==> config.mk <==
export PLATFORM = sky130hd
export DESIGN_NAME = mseq_tx
export DESIGN_NICKNAME = d
export VERILOG_FILES = /design/src/rtl/mseq_tx.sv
export SDC_FILE = /design/constraint.sdc
export NUM_CORES = 1
export LEC_CHECK = 0
export BUFFER_PORTS_ARGS = -buffer_cell sky130_fd_sc_hd__buf_2
export CORE_ASPECT_RATIO = 1.75
export CORE_MARGIN = 3
export CORE_UTILIZATION = 57
export CTS_CLUSTER_SIZE = 14
export DETAILED_ROUTE_END_ITERATION = 10
export MAX_ROUTING_LAYER = met4
export PLACE_DENSITY = 0.78
export SLEW_MARGIN = 10
export SYNTH_ARGS = -nofsm -noshare
export SYNTH_HDL_FRONTEND = slang
export SYNTH_SLANG_ARGS = --single-unit
==> constraint.sdc <==
create_clock -name clk -period 2.48 [get_ports clk]
set_input_delay 0.124 -clock clk [delete_from_list [all_inputs] [get_ports clk]]
set_output_delay 0.124 -clock clk [all_outputs]
set_load 0.05 [all_outputs]
==> src/rtl/mseq_tx.sv <==
// mseq_tx: transmit end of the m-sequence correlation link.
//
// On a send request a 3-bit Fibonacci LFSR produces one 7-chip
// maximal-length code word.  The word is presented in parallel together
// with a one-cycle start pulse for the correlator.  It is then serialized
// MSB-first, each chip held for CHIP_DIV clocks, for the requested number
// of code periods.  A one-cycle done pulse closes the transfer.
//
// Parameters
//   CHIP_DIV   clock cycles per chip, 1..16
//   SEED       LFSR seed loaded at every generation (3'b000 maps to 3'b001)
//
// Ports
//   clk         system clock, rising edge
//   nRst        synchronous active-low reset
//   send        transmit request, sampled in IDLE only
//   repeats     code periods to send, latched on accept (0 means 1)
//   busy        high in every state but IDLE
//   m_sequence  generated code word, bit[6] is the first chip
//   seq_ready   m_sequence valid, from SYNC until the next accepted send
//   start_out   one-cycle correlator start pulse in SYNC
//   chip_out    current serial chip, 0 outside TX
//   chip_valid  high on the first cycle of every chip
//   done        one-cycle completion pulse
//
// state  | meaning
// -------+-------------------------------------------------------------
// IDLE   | waiting for send; code word and seq_ready hold
// GEN    | 7 cycles, LFSR output shifted into the code register
// SYNC   | 1 cycle, word complete, start pulse to correlator
// TX     | serialize 7*R chips, CHIP_DIV cycles per chip
// DONE   | 1 cycle completion pulse, back to IDLE

module mseq_tx #(
    parameter int          CHIP_DIV = 4,
    parameter logic [2:0]  SEED     = 3'b001
) (
    input  logic        clk,
    input  logic        nRst,
    input  logic        send,
    input  logic [3:0]  repeats,
    output logic        busy,
    output logic [6:0]  m_sequence,
    output logic        seq_ready,
    output logic        start_out,
    output logic        chip_out,
    output logic        chip_valid,
    output logic        done
);

    typedef enum logic [2:0] {
        S_IDLE = 3'd0,
        S_GEN  = 3'd1,
        S_SYNC = 3'd2,
        S_TX   = 3'd3,
        S_DONE = 3'd4
    } state_t;

    // An all-zero seed would lock the LFSR, so it is replaced by 3'b001.
    localparam logic [2:0] SEED_EFF = (SEED == 3'b000) ? 3'b001 : SEED;
    localparam logic [3:0] DIV_LAST = 4'(CHIP_DIV - 1);

    state_t      state_q,     state_d;
    logic [2:0]  gen_cnt_q,   gen_cnt_d;
    logic [3:0]  div_cnt_q,   div_cnt_d;
    logic [2:0]  bit_idx_q,   bit_idx_d;
    logic [4:0]  rep_cnt_q,   rep_cnt_d;
    logic [4:0]  rep_tgt_q,   rep_tgt_d;
    logic [2:0]  lfsr_q,      lfsr_d;
    logic [6:0]  code_q,      code_d;
    logic        seq_ready_q, seq_ready_d;

    always_ff @(posedge clk) begin
        if (!nRst) begin
            state_q     <= S_IDLE;
            gen_cnt_q   <= 3'd0;
            div_cnt_q   <= 4'd0;
            bit_idx_q   <= 3'd0;
            rep_cnt_q   <= 5'd0;
            rep_tgt_q   <= 5'd0;
            lfsr_q      <= 3'd0;
            code_q      <= 7'd0;
            seq_ready_q <= 1'b0;
        end else begin
            state_q     <= state_d;
            gen_cnt_q   <= gen_cnt_d;
            div_cnt_q   <= div_cnt_d;
            bit_idx_q   <= bit_idx_d;
            rep_cnt_q   <= rep_cnt_d;
            rep_tgt_q   <= rep_tgt_d;
            lfsr_q      <= lfsr_d;
            code_q      <= code_d;
            seq_ready_q <= seq_ready_d;
        end
    end

    always_comb begin
        state_d     = state_q;
        gen_cnt_d   = gen_cnt_q;
        div_cnt_d   = div_cnt_q;
        bit_idx_d   = bit_idx_q;
        rep_cnt_d   = rep_cnt_q;
        rep_tgt_d   = rep_tgt_q;
        lfsr_d      = lfsr_q;
        code_d      = code_q;
        seq_ready_d = seq_ready_q;

        case (state_q)
            S_IDLE: begin
                if (send) begin
                    rep_tgt_d   = (repeats == 4'd0) ? 5'd1 : {1'b0, repeats};
                    lfsr_d      = SEED_EFF;
                    gen_cnt_d   = 3'd0;
                    seq_ready_d = 1'b0;
                    state_d     = S_GEN;
                end
            end

            S_GEN: begin
                // First emitted bit ends up in code[6] after seven shifts.
                code_d = {code_q[5:0], lfsr_q[0]};
                lfsr_d = {lfsr_q[0] ^ lfsr_q[1], lfsr_q[2:1]};
                if (gen_cnt_q == 3'd6) begin
                    gen_cnt_d   = 3'd0;
                    seq_ready_d = 1'b1;
                    state_d     = S_SYNC;
                end else begin
                    gen_cnt_d = gen_cnt_q + 3'd1;
                end
            end

            S_SYNC: begin
                div_cnt_d = 4'd0;
                bit_idx_d = 3'd6;
                rep_cnt_d = 5'd1;
                state_d   = S_TX;
            end

            S_TX: begin
                if (div_cnt_q == DIV_LAST) begin
                    div_cnt_d = 4'd0;
                    if (bit_idx_q == 3'd0) begin
                        if (rep_cnt_q == rep_tgt_q) begin
                            state_d = S_DONE;
                        end else begin
                            bit_idx_d = 3'd6;
                            rep_cnt_d = rep_cnt_q + 5'd1;
                        end
                    end else begin
                        bit_idx_d = bit_idx_q - 3'd1;
                    end
                end else begin
                    div_cnt_d = div_cnt_q + 4'd1;
                end
            end

            S_DONE: begin
                state_d = S_IDLE;
            end

            default: begin
                state_d = S_IDLE;
            end
        endcase
    end

    assign busy       = (state_q != S_IDLE);
    assign m_sequence = code_q;
    assign seq_ready  = seq_ready_q;
    assign start_out  = (state_q == S_SYNC);
    assign chip_out   = (state_q == S_TX) ? code_q[bit_idx_q] : 1'b0;
    assign chip_valid = (state_q == S_TX) && (div_cnt_q == 4'd0);
    assign done       = (state_q == S_DONE);

endmodule
Word-level counts from Yosys, hierarchy flattened. Cells that the tools add are included.

Add/sub/neg operators: 4. Magnitude comparators: 1. Equality and inequality tests: 14. Muxes and demuxes: 27. Bitwise gates (word level): 1. Reductions and logical operators: 14.

Operators with widths (number): two-way mux 3 bit (10); one-hot mux 3 bit (2 select lines) (3); two-way mux 5 bit (3); inequality test 2 bit (second input constant) (6); one-hot mux 3 bit (4 select lines) (1); one-hot mux 5 bit (2 select lines) (1); zero test 4 bit (2); two-way mux 4 bit (2); one-hot mux 4 bit (2 select lines) (1); equality test 3 x 2 -> 1 bit (second input constant) (2); equality test 3 bit (second input constant) (2); zero test 3 bit (2); AND reduction 3 bit (2); adder 5 x 1 -> 5 bit (second input constant) (1); equality test 5 bit (1); AND reduction 5 bit (1); adder 4 x 1 -> 4 bit (second input constant) (1); equality test 4 x 2 -> 1 bit (second input constant) (1); < comparator 3 x 4 -> 1 bit (second input constant) (1); two-way mux 1 bit (4); AND reduction 2 bit (2); AND reduction 4 bit (1); nonzero test 2 bit (2); adder 3 x 1 -> 3 bit (second input constant) (1); 8 further kinds (8).

Bits in registers: 34. Bits of input ports: 7. Output and inout port bits: 13. Logic and storage cells: 70.

Depth between registers and ports, before layout. Gate-level depths: netlist of the first run.

Depth after elaboration: 5. Gate-level depth with buffers: 7. Depth with buffers taken out: 7.

Worst setup path before layout of the first run. No wires, ideal clock.

Path kind: reg-to-reg. Start: register div_cnt_q[0]. End: register rep_cnt_q[0]. Library setup time: 0.088 ns. Arrival time: 1.805 ns. Data required time: 2.392 ns. Setup slack: 0.587 ns. Stages on the path, launching flop included: 7. Path buffers: 0. Clock period less this slack: 1.893 ns. Path through: dfxtp_1 -> ha_1 -> or3b_4 -> a21o_1 -> a221o_1 -> nor2b_4 -> a311oi_2.

Word-level cells in the longest chain between the ends: 3.

Ends and longest elaborated chain: start: declaration (RTL line 65) `logic [3:0] div_cnt_q, div_cnt_d;`; start signal: assignment (RTL line 87) `div_cnt_q <= div_cnt_d;`; equality test 4 x 2 -> 1 bit (RTL line 140) `if (div_cnt_q == DIV_LAST) begin`; inequality test 2 bit (no source line); AND reduction 4 bit (no source line); end signal: assignment (RTL line 89) `rep_cnt_q <= rep_cnt_d;`; end: declaration (RTL line 67) `logic [4:0] rep_cnt_q, rep_cnt_d;`.

Every way passes these cells. A chain may end at the register's enable or synchronous reset.

Worst setup path in the final report of the first run. Same ends and word-level chain as after synthesis.

==> flow_metrics.tcl, run 1 <==
set metrics [dict create \
    status "complete, no violations" \
    syn_avg_cell_area_um2 8.18 \
    firstDrtPassIters 5 \
    r2r_cells 6 \
    hold_buffers 0 \
    leakagePower_nw 0.761 \
    fillers 250 \
    cts_resized 0 \
    synth_cells 203 \
    setup_tns_ps 0 \
    clockRootBuffer "clkbuf_8" \
    final_cell_mix "dfxtp_1, nor2_1, nand2_1" \
    timing.slew.headroom_pct 59.7 \
    cp_data_arrival_time_ps 2260 \
    core_area_um2 2750 \
    cts_tree "yes" \
    cp_max_fo 5 \
    synth_edf_count 0 \
    ys_seq_area_share_pct 39.8 \
    cp-end-kind "flop" \
    numPortBuffers 19 \
    ff_latch_area_um2 661 \
    place_congestion 1.00 \
    min_to "rep_tgt_q[1]" \
    yosys_warnings 0 \
    finalNetCount 232 \
    cts_made_buffers 5 \
    max_freq_ghz 0.484 \
    worstPathRequired_ps 2680 \
    finalCritPeriodShare_pct 83.3 \
    cts.path.max_buffers 2 \
    drv_slew 0 \
    multi_input_area_um2 926 \
    cts_setup_buffers 0 \
    antenna_found_initial 0 \
    startpoint_type "flop" \
    synth.ff_latch_count 33 \
    layout_commonest_cell "dfxtp_1" \
    hold_viol_final 0 \
    first_iter_violations 42 \
    grt_pass1_wl_mm 6.29 \
    detail-route-antenna-nets 0 \
    row_count 25 \
    via_count 1564 \
    r2r_setup_slack_ps 410 \
    drive_gt1_share_pct 15.8 \
    crit_slowest_cell "or3b_4" \
    maxCapViolations 0 \
    clkSlewWorstSetupHoldPaths_ps 70 \
    hold_depth 3 \
    cpLargestDelayFamily "compound AO/OA/AOI/OAI gates" \
    wirelength_mm 3.84 \
    start_util_pct 60.3 \
    crit_chain "ha_1 > or3b_4 > a21o_1 > a221o_1 > nor2b_4 > a311oi_2" \
    rsz0062_at_grt "no" \
    grt_pass1_vias 1490 \
    min_from "repeats[1]" \
    synthesis.area_um2 1660 \
    cp_slowest_stage_delay_ps 420 \
    cts_sinks 33 \
    dieArea_um2 3620 \
    io_pins 20 \
    chipHeight_um 77.4 \
    critical_path_class "reg -> reg" \
    post-dp-hpwl_mm 2.81 \
    period_needed_ps 2070 \
    syn_to_final_growth_pct 11.2 \
    die_x_um 46.8 \
    regToRegStartpoint "div_cnt_q[0]" \
    ys.flop_type "dfxtp_1" \
    grt_usage_pct 24.3 \
    clock_latency_ps 290 \
    wire_per_inst_um 15.5 \
    min_path_type "in -> reg" \
    worstMarginPinSlew_ps 600 \
    synth_fp_nets 215 \
    yosysUniqueCellTypes 43 \
    setup_viol 0 \
    grt_max_degree 16 \
    cellPowerDensity_nw_per_um2 701 \
    critical_path_buf_inv_count 0 \
    finalCoreUtilization_pct 67.1 \
    r2r-end "rep_cnt_q[0]" \
    grt.overflow.total 0 \
    async_reset_ff_share_pct 0 \
    clock_skew_ps 7.08 \
    insertedDiodeCount 0 \
    drc 0 \
    viasPerCell 6.31 \
    vdd_drop_max_v 0.000528 \
    h-tree-depth 2 \
]
[cells in the mapped netlist (3+ instances only)]
cell type,count,area [um^2]
a21oi_1,16,80.1
mux2i_1,5,50.1
nand2_1,23,86.3
a31oi_1,5,31.3
o211ai_1,4,30.0
nor2_1,26,97.6
ha_1,5,62.6
xor2_1,5,43.8
or3_1,3,18.8
inv_1,7,26.3
dfxtp_1,33,661
o21ai_0,7,35.0
and2_1,3,18.8
nor3_1,9,45.0
clkbuf_1,9,33.8
nand3_1,9,45.0
[cell type report]
| class | instances | area share [%] |
|---|---|---|
| clock buffer | 5 | 3.73 |
| inverter | 8 | 1.63 |
| sequential | 33 | 35.8 |
| timing repair buffer | 21 | 5.96 |
| clock inverter | 3 | 0.949 |
| multi-input combinational | 151 | 50.1 |
| tap | 27 | 1.83 |
[sequential cells by signal (all words and copies together), names as in the netlist]
register,cells
bit_idx_q,3
div_cnt_q,4
seq_ready,1
lfsr_q,3
state_q,3
rep_cnt_q,5
gen_cnt_q,3
m_sequence,7
rep_tgt_q,4
[routing by layer]
metal / vias up / track usage (%) / part of all wire (%)
met5: - / - / 0
li1: 753 / - / -
met4: 0 / 13.3 / 3.2
met3: 14 / 6.26 / 5.6
met2: 51 / 42.1 / 54
met1: 746 / 22.3 / 37
[worst max path at each step]
stage,endpoint,cells after the start,start
3_3_place_gp,rep_cnt_q[0],6,div_cnt_q[0]
4_1_cts,rep_cnt_q[0],6,div_cnt_q[0]
3_5_place_dp,rep_cnt_q[0],6,div_cnt_q[0]
2_1_floorplan,rep_cnt_q[0],6,div_cnt_q[0]
6_report,rep_cnt_q[0],6,div_cnt_q[0]
5_1_grt,rep_cnt_q[0],6,div_cnt_q[0]
[where the power goes]
group | switching (W) | internal, W
clock | 0.000206 | 0.000193
sequential | 0.0000441 | 0.000561
combinational | 0.000191 | 0.0000994
total | 0.000442 | 0.000854
[metrics by stage]
step | worst slack, ps | cell area (um^2) | hold slack, ps | instances | power [W]
2_1_floorplan | 587 | 1660 | 268 | 203 | 0.000838
3_3_place_gp | 523 | 1760 | 373 | 240 | 0.000892
3_5_place_dp | 454 | 1760 | 384 | 240 | 0.000903
4_1_cts | 428 | 1850 | 81.0 | 248 | 0.00130
5_1_grt | 309 | 1850 | 109 | 248 | 0.00136
6_report | 413 | 1850 | 84.4 | 248 | 0.00130
[worst reg2reg max path, cell delays in order (launching register included)]
cell	delay, ps
dfxtp_1	400
ha_1	240
or3b_4	420
a21o_1	220
a221o_1	320
nor2b_4	140
a311oi_2	230
[kinds of logic after synthesis]
kind of cell    share of synthesized area (%)
simple gates                             25.8
compound gates                           19.2
flops                                    39.8
buf+inv                                  4.45
mux                                      4.37
xor+xnor                                 2.64
fa+ha+maj                                3.77
Note: power is estimated with default switching activity, not from simulation.
==> inputs of run 2 (changes only) <==
--- a/config.mk
+++ b/config.mk
@@ -5,14 +5,15 @@
 export SDC_FILE = /design/constraint.sdc
 export NUM_CORES = 1
 export LEC_CHECK = 0
+export ABC_AREA = 1
 export BUFFER_PORTS_ARGS = -buffer_cell sky130_fd_sc_hd__buf_2
 export CORE_ASPECT_RATIO = 1.75
 export CORE_MARGIN = 3
-export CORE_UTILIZATION = 57
+export CORE_UTILIZATION = 51
 export CTS_CLUSTER_SIZE = 14
 export DETAILED_ROUTE_END_ITERATION = 10
 export MAX_ROUTING_LAYER = met4
-export PLACE_DENSITY = 0.78
+export PLACE_DENSITY = 0.74
 export SLEW_MARGIN = 10
 export SYNTH_ARGS = -nofsm -noshare
 export SYNTH_HDL_FRONTEND = slang
==> constraint.sdc (replaced) <==
create_clock -name clk -period 1.81 [get_ports clk]
set_input_delay 0.0905 -clock clk [delete_from_list [all_inputs] [get_ports clk]]
set_output_delay 0.0905 -clock clk [all_outputs]
set_load 0.05 [all_outputs]
==> flow_metrics.tcl, run 2 <==
set metrics [dict create \
    status "complete, no violations" \
    regToRegStartpoint "bit_idx_q[0]" \
    yosys.area.top_type "dfxtp_1" \
    first_iter_violations 21 \
    syn_avg_cell_area_um2 7.01 \
    min_path_type "in -> reg" \
    crit_slowest_cell "dfxtp_1" \
    setup_viol 0 \
    setup_ws_ps 107 \
    die_x_um 49.1 \
    min_to "rep_tgt_q[2]" \
    maxCapViolations 0 \
    place_congestion 0.886 \
    cp_slowest_stage_delay_ps 350 \
    syn_to_final_growth_pct 14.6 \
    largest_reg_flops 7 \
    place_area_um2 1810 \
    use_met2_pct 36.6 \
    r2r_setup_slack_ps 320 \
    clock_latency_ps 280 \
    io_pins 20 \
    place_ws_ps 330 \
    rsz0062_at_grt "no" \
    ys.flop_type "dfxtp_1" \
    power_w 0.00209 \
    cp-end-kind "primary output" \
    grt_busiest_layer "met2" \
    timing.slew.headroom_pct 72.2 \
    cts_tree "yes" \
    viasPerCell 5.13 \
    cts_sinks 33 \
    ys_seq_area_share_pct 39.9 \
    startpoint_type "flop" \
    chipHeight_um 81.3 \
    period_needed_ps 1700 \
    antenna_found_initial 0 \
    final_cell_mix "nand2_1, nor2_1, dfxtp_1" \
    clockRootBuffer "clkbuf_8" \
    grt_pass1_wl_mm 6.11 \
    synth_edf_count 0 \
    insertedDiodeCount 0 \
    grt_pass1_vias 1499 \
    dieArea_um2 3990 \
    synth_top_cell_area_share_pct 39.9 \
    hold_viol_final 0 \
    drive_gt1_share_pct 16.2 \
    clkSlewWorstSetupHoldPaths_ps 60 \
    grt_use_met3_pct 3.30 \
    cts_setup_buffers 0 \
    min_from "repeats[2]" \
    yosys_warnings 0 \
    worstMarginPinSlew_ps 416 \
    h-tree-depth 2 \
    start_util_pct 54.7 \
    synthesis.area_um2 1650 \
    r2r-end "state_q[0]" \
    grt_usage_pct 19.9 \
    synth.ff_latch_count 33 \
    synth_common_cells "nand2_1, nor2_1, dfxtp_1, inv_1, a21oi_1" \
    leakagePower_nw 0.833 \
    fillers 293 \
    worstPathRequired_ps 1720 \
    firstDrtPassIters 4 \
    r2r_cells 9 \
    cp_data_arrival_time_ps 1610 \
    setup_tns_ps 0 \
    hold_depth 3 \
    numPortBuffers 19 \
    via_count 1549 \
    finalNetCount 272 \
    cts_made_buffers 5 \
    drv_slew 0 \
    fin_area_um2 1900 \
    synth_fp_nets 248 \
    crit_chain "inv_1 > o21ai_0 > o211ai_1 > nand2_1 > a31oi_2 > clkbuf_4" \
    finalCritPeriodShare_pct 94.1 \
    synth_cells 236 \
    max_freq_ghz 0.587 \
    core_area_um2 3030 \
    post-dp-hpwl_mm 2.59 \
    synth.area.top_cells "dfxtp_1, nand2_1, nor2_1, a21oi_1, inv_1" \
    grt_max_degree 22 \
    cp_max_fo 7 \
    cts.path.max_buffers 2 \
    grt.overflow.total 0 \
    wirelength_mm 3.45 \
    wire_per_inst_um 11.4 \
    async_reset_ff_share_pct 0 \
    layout_commonest_cell "nand2_1" \
    detail-route-antenna-nets 0 \
    critical_path_class "reg -> out" \
    cellPowerDensity_nw_per_um2 1100 \
    use_met1_pct 20.6 \
    clock_skew_ps 5.00 \
    row_count 26 \
    yosys.cell_count.top_type "nand2_1" \
    drc 0 \
    vdd_drop_max_v 0.000797 \
    finalCoreUtilization_pct 62.7 \
    yosysUniqueCellTypes 27 \
]
-- run 2: critical path, delay by kind of cell, from the launching register on --
kind            cells  cell delay [ps]
simple gates        1               90
buf+inv             2              450
flops               1              350
compound gates      3              460
-- run 2: per-stage QoR --
stage / hold slack, ps / instances
finish: 64.2 / 302
global route: 91.9 / 302
CTS: 72.4 / 302
detailed placement: 359 / 295
global placement: 339 / 295
floorplan: 225 / 236
-- run 2: logic make-up after synthesis --
| logic type | count (synthesis) | synth area share [%] |
|---|---|---|
| AOI/OAI and AO/OA | 54 | 17.9 |
| and+or+nand+nor | 108 | 29.6 |
| adders and majority gates | 5 | 3.78 |
| xor gates and xnor gates | 2 | 1.06 |
| DFF | 33 | 39.9 |
| buffers and inverters | 34 | 7.79 |
-- run 2: final cells by class --
class	instances	area (um^2)	share of cell area (%)
multi-input cells	169	871	45.9
flip-flops and latches	33	661	34.9
repair buffers	21	113	5.94
clock buffers	7	86.3	4.55
well taps	42	52.6	2.77
inverters	30	113	5.94
-- run 2: what timing repair did --
item / CTS / global route
setup endpoints to repair: 0 / 1
hold buffers: 0 / 0
gates resized for setup: 0 / 1
-- run 2: report_power, final --
| group | switching [W] | internal [W] | leakage (nW) |
|---|---|---|---|
| registers | 0.0000871 | 0.000820 | 0.270 |
| logic | 0.000453 | 0.000187 | 0.520 |
| clock network | 0.000239 | 0.000301 | 0.0443 |
| total | 0.000780 | 0.00131 | 0.833 |
-- run 2: metal layers --
| layer | vias to the layer above | wire [um] |
|---|---|---|
| li1 | 826 | - |
| met1 | 694 | 1470 |
| met2 | 22 | 1810 |
| met3 | 7 | 98 |
| met4 | 0 | 68 |
| met5 | - | 0 |
-- run 2: worst max path at each step --
stage	start	end	depth (start not counted)
floorplan	m_sequence[5]	chip_out	4
global route	bit_idx_q[0]	chip_out	6
global placement	bit_idx_q[0]	state_q[0]	9
detailed placement	bit_idx_q[0]	state_q[0]	9
CTS	bit_idx_q[0]	chip_out	6
finish	bit_idx_q[0]	chip_out	6
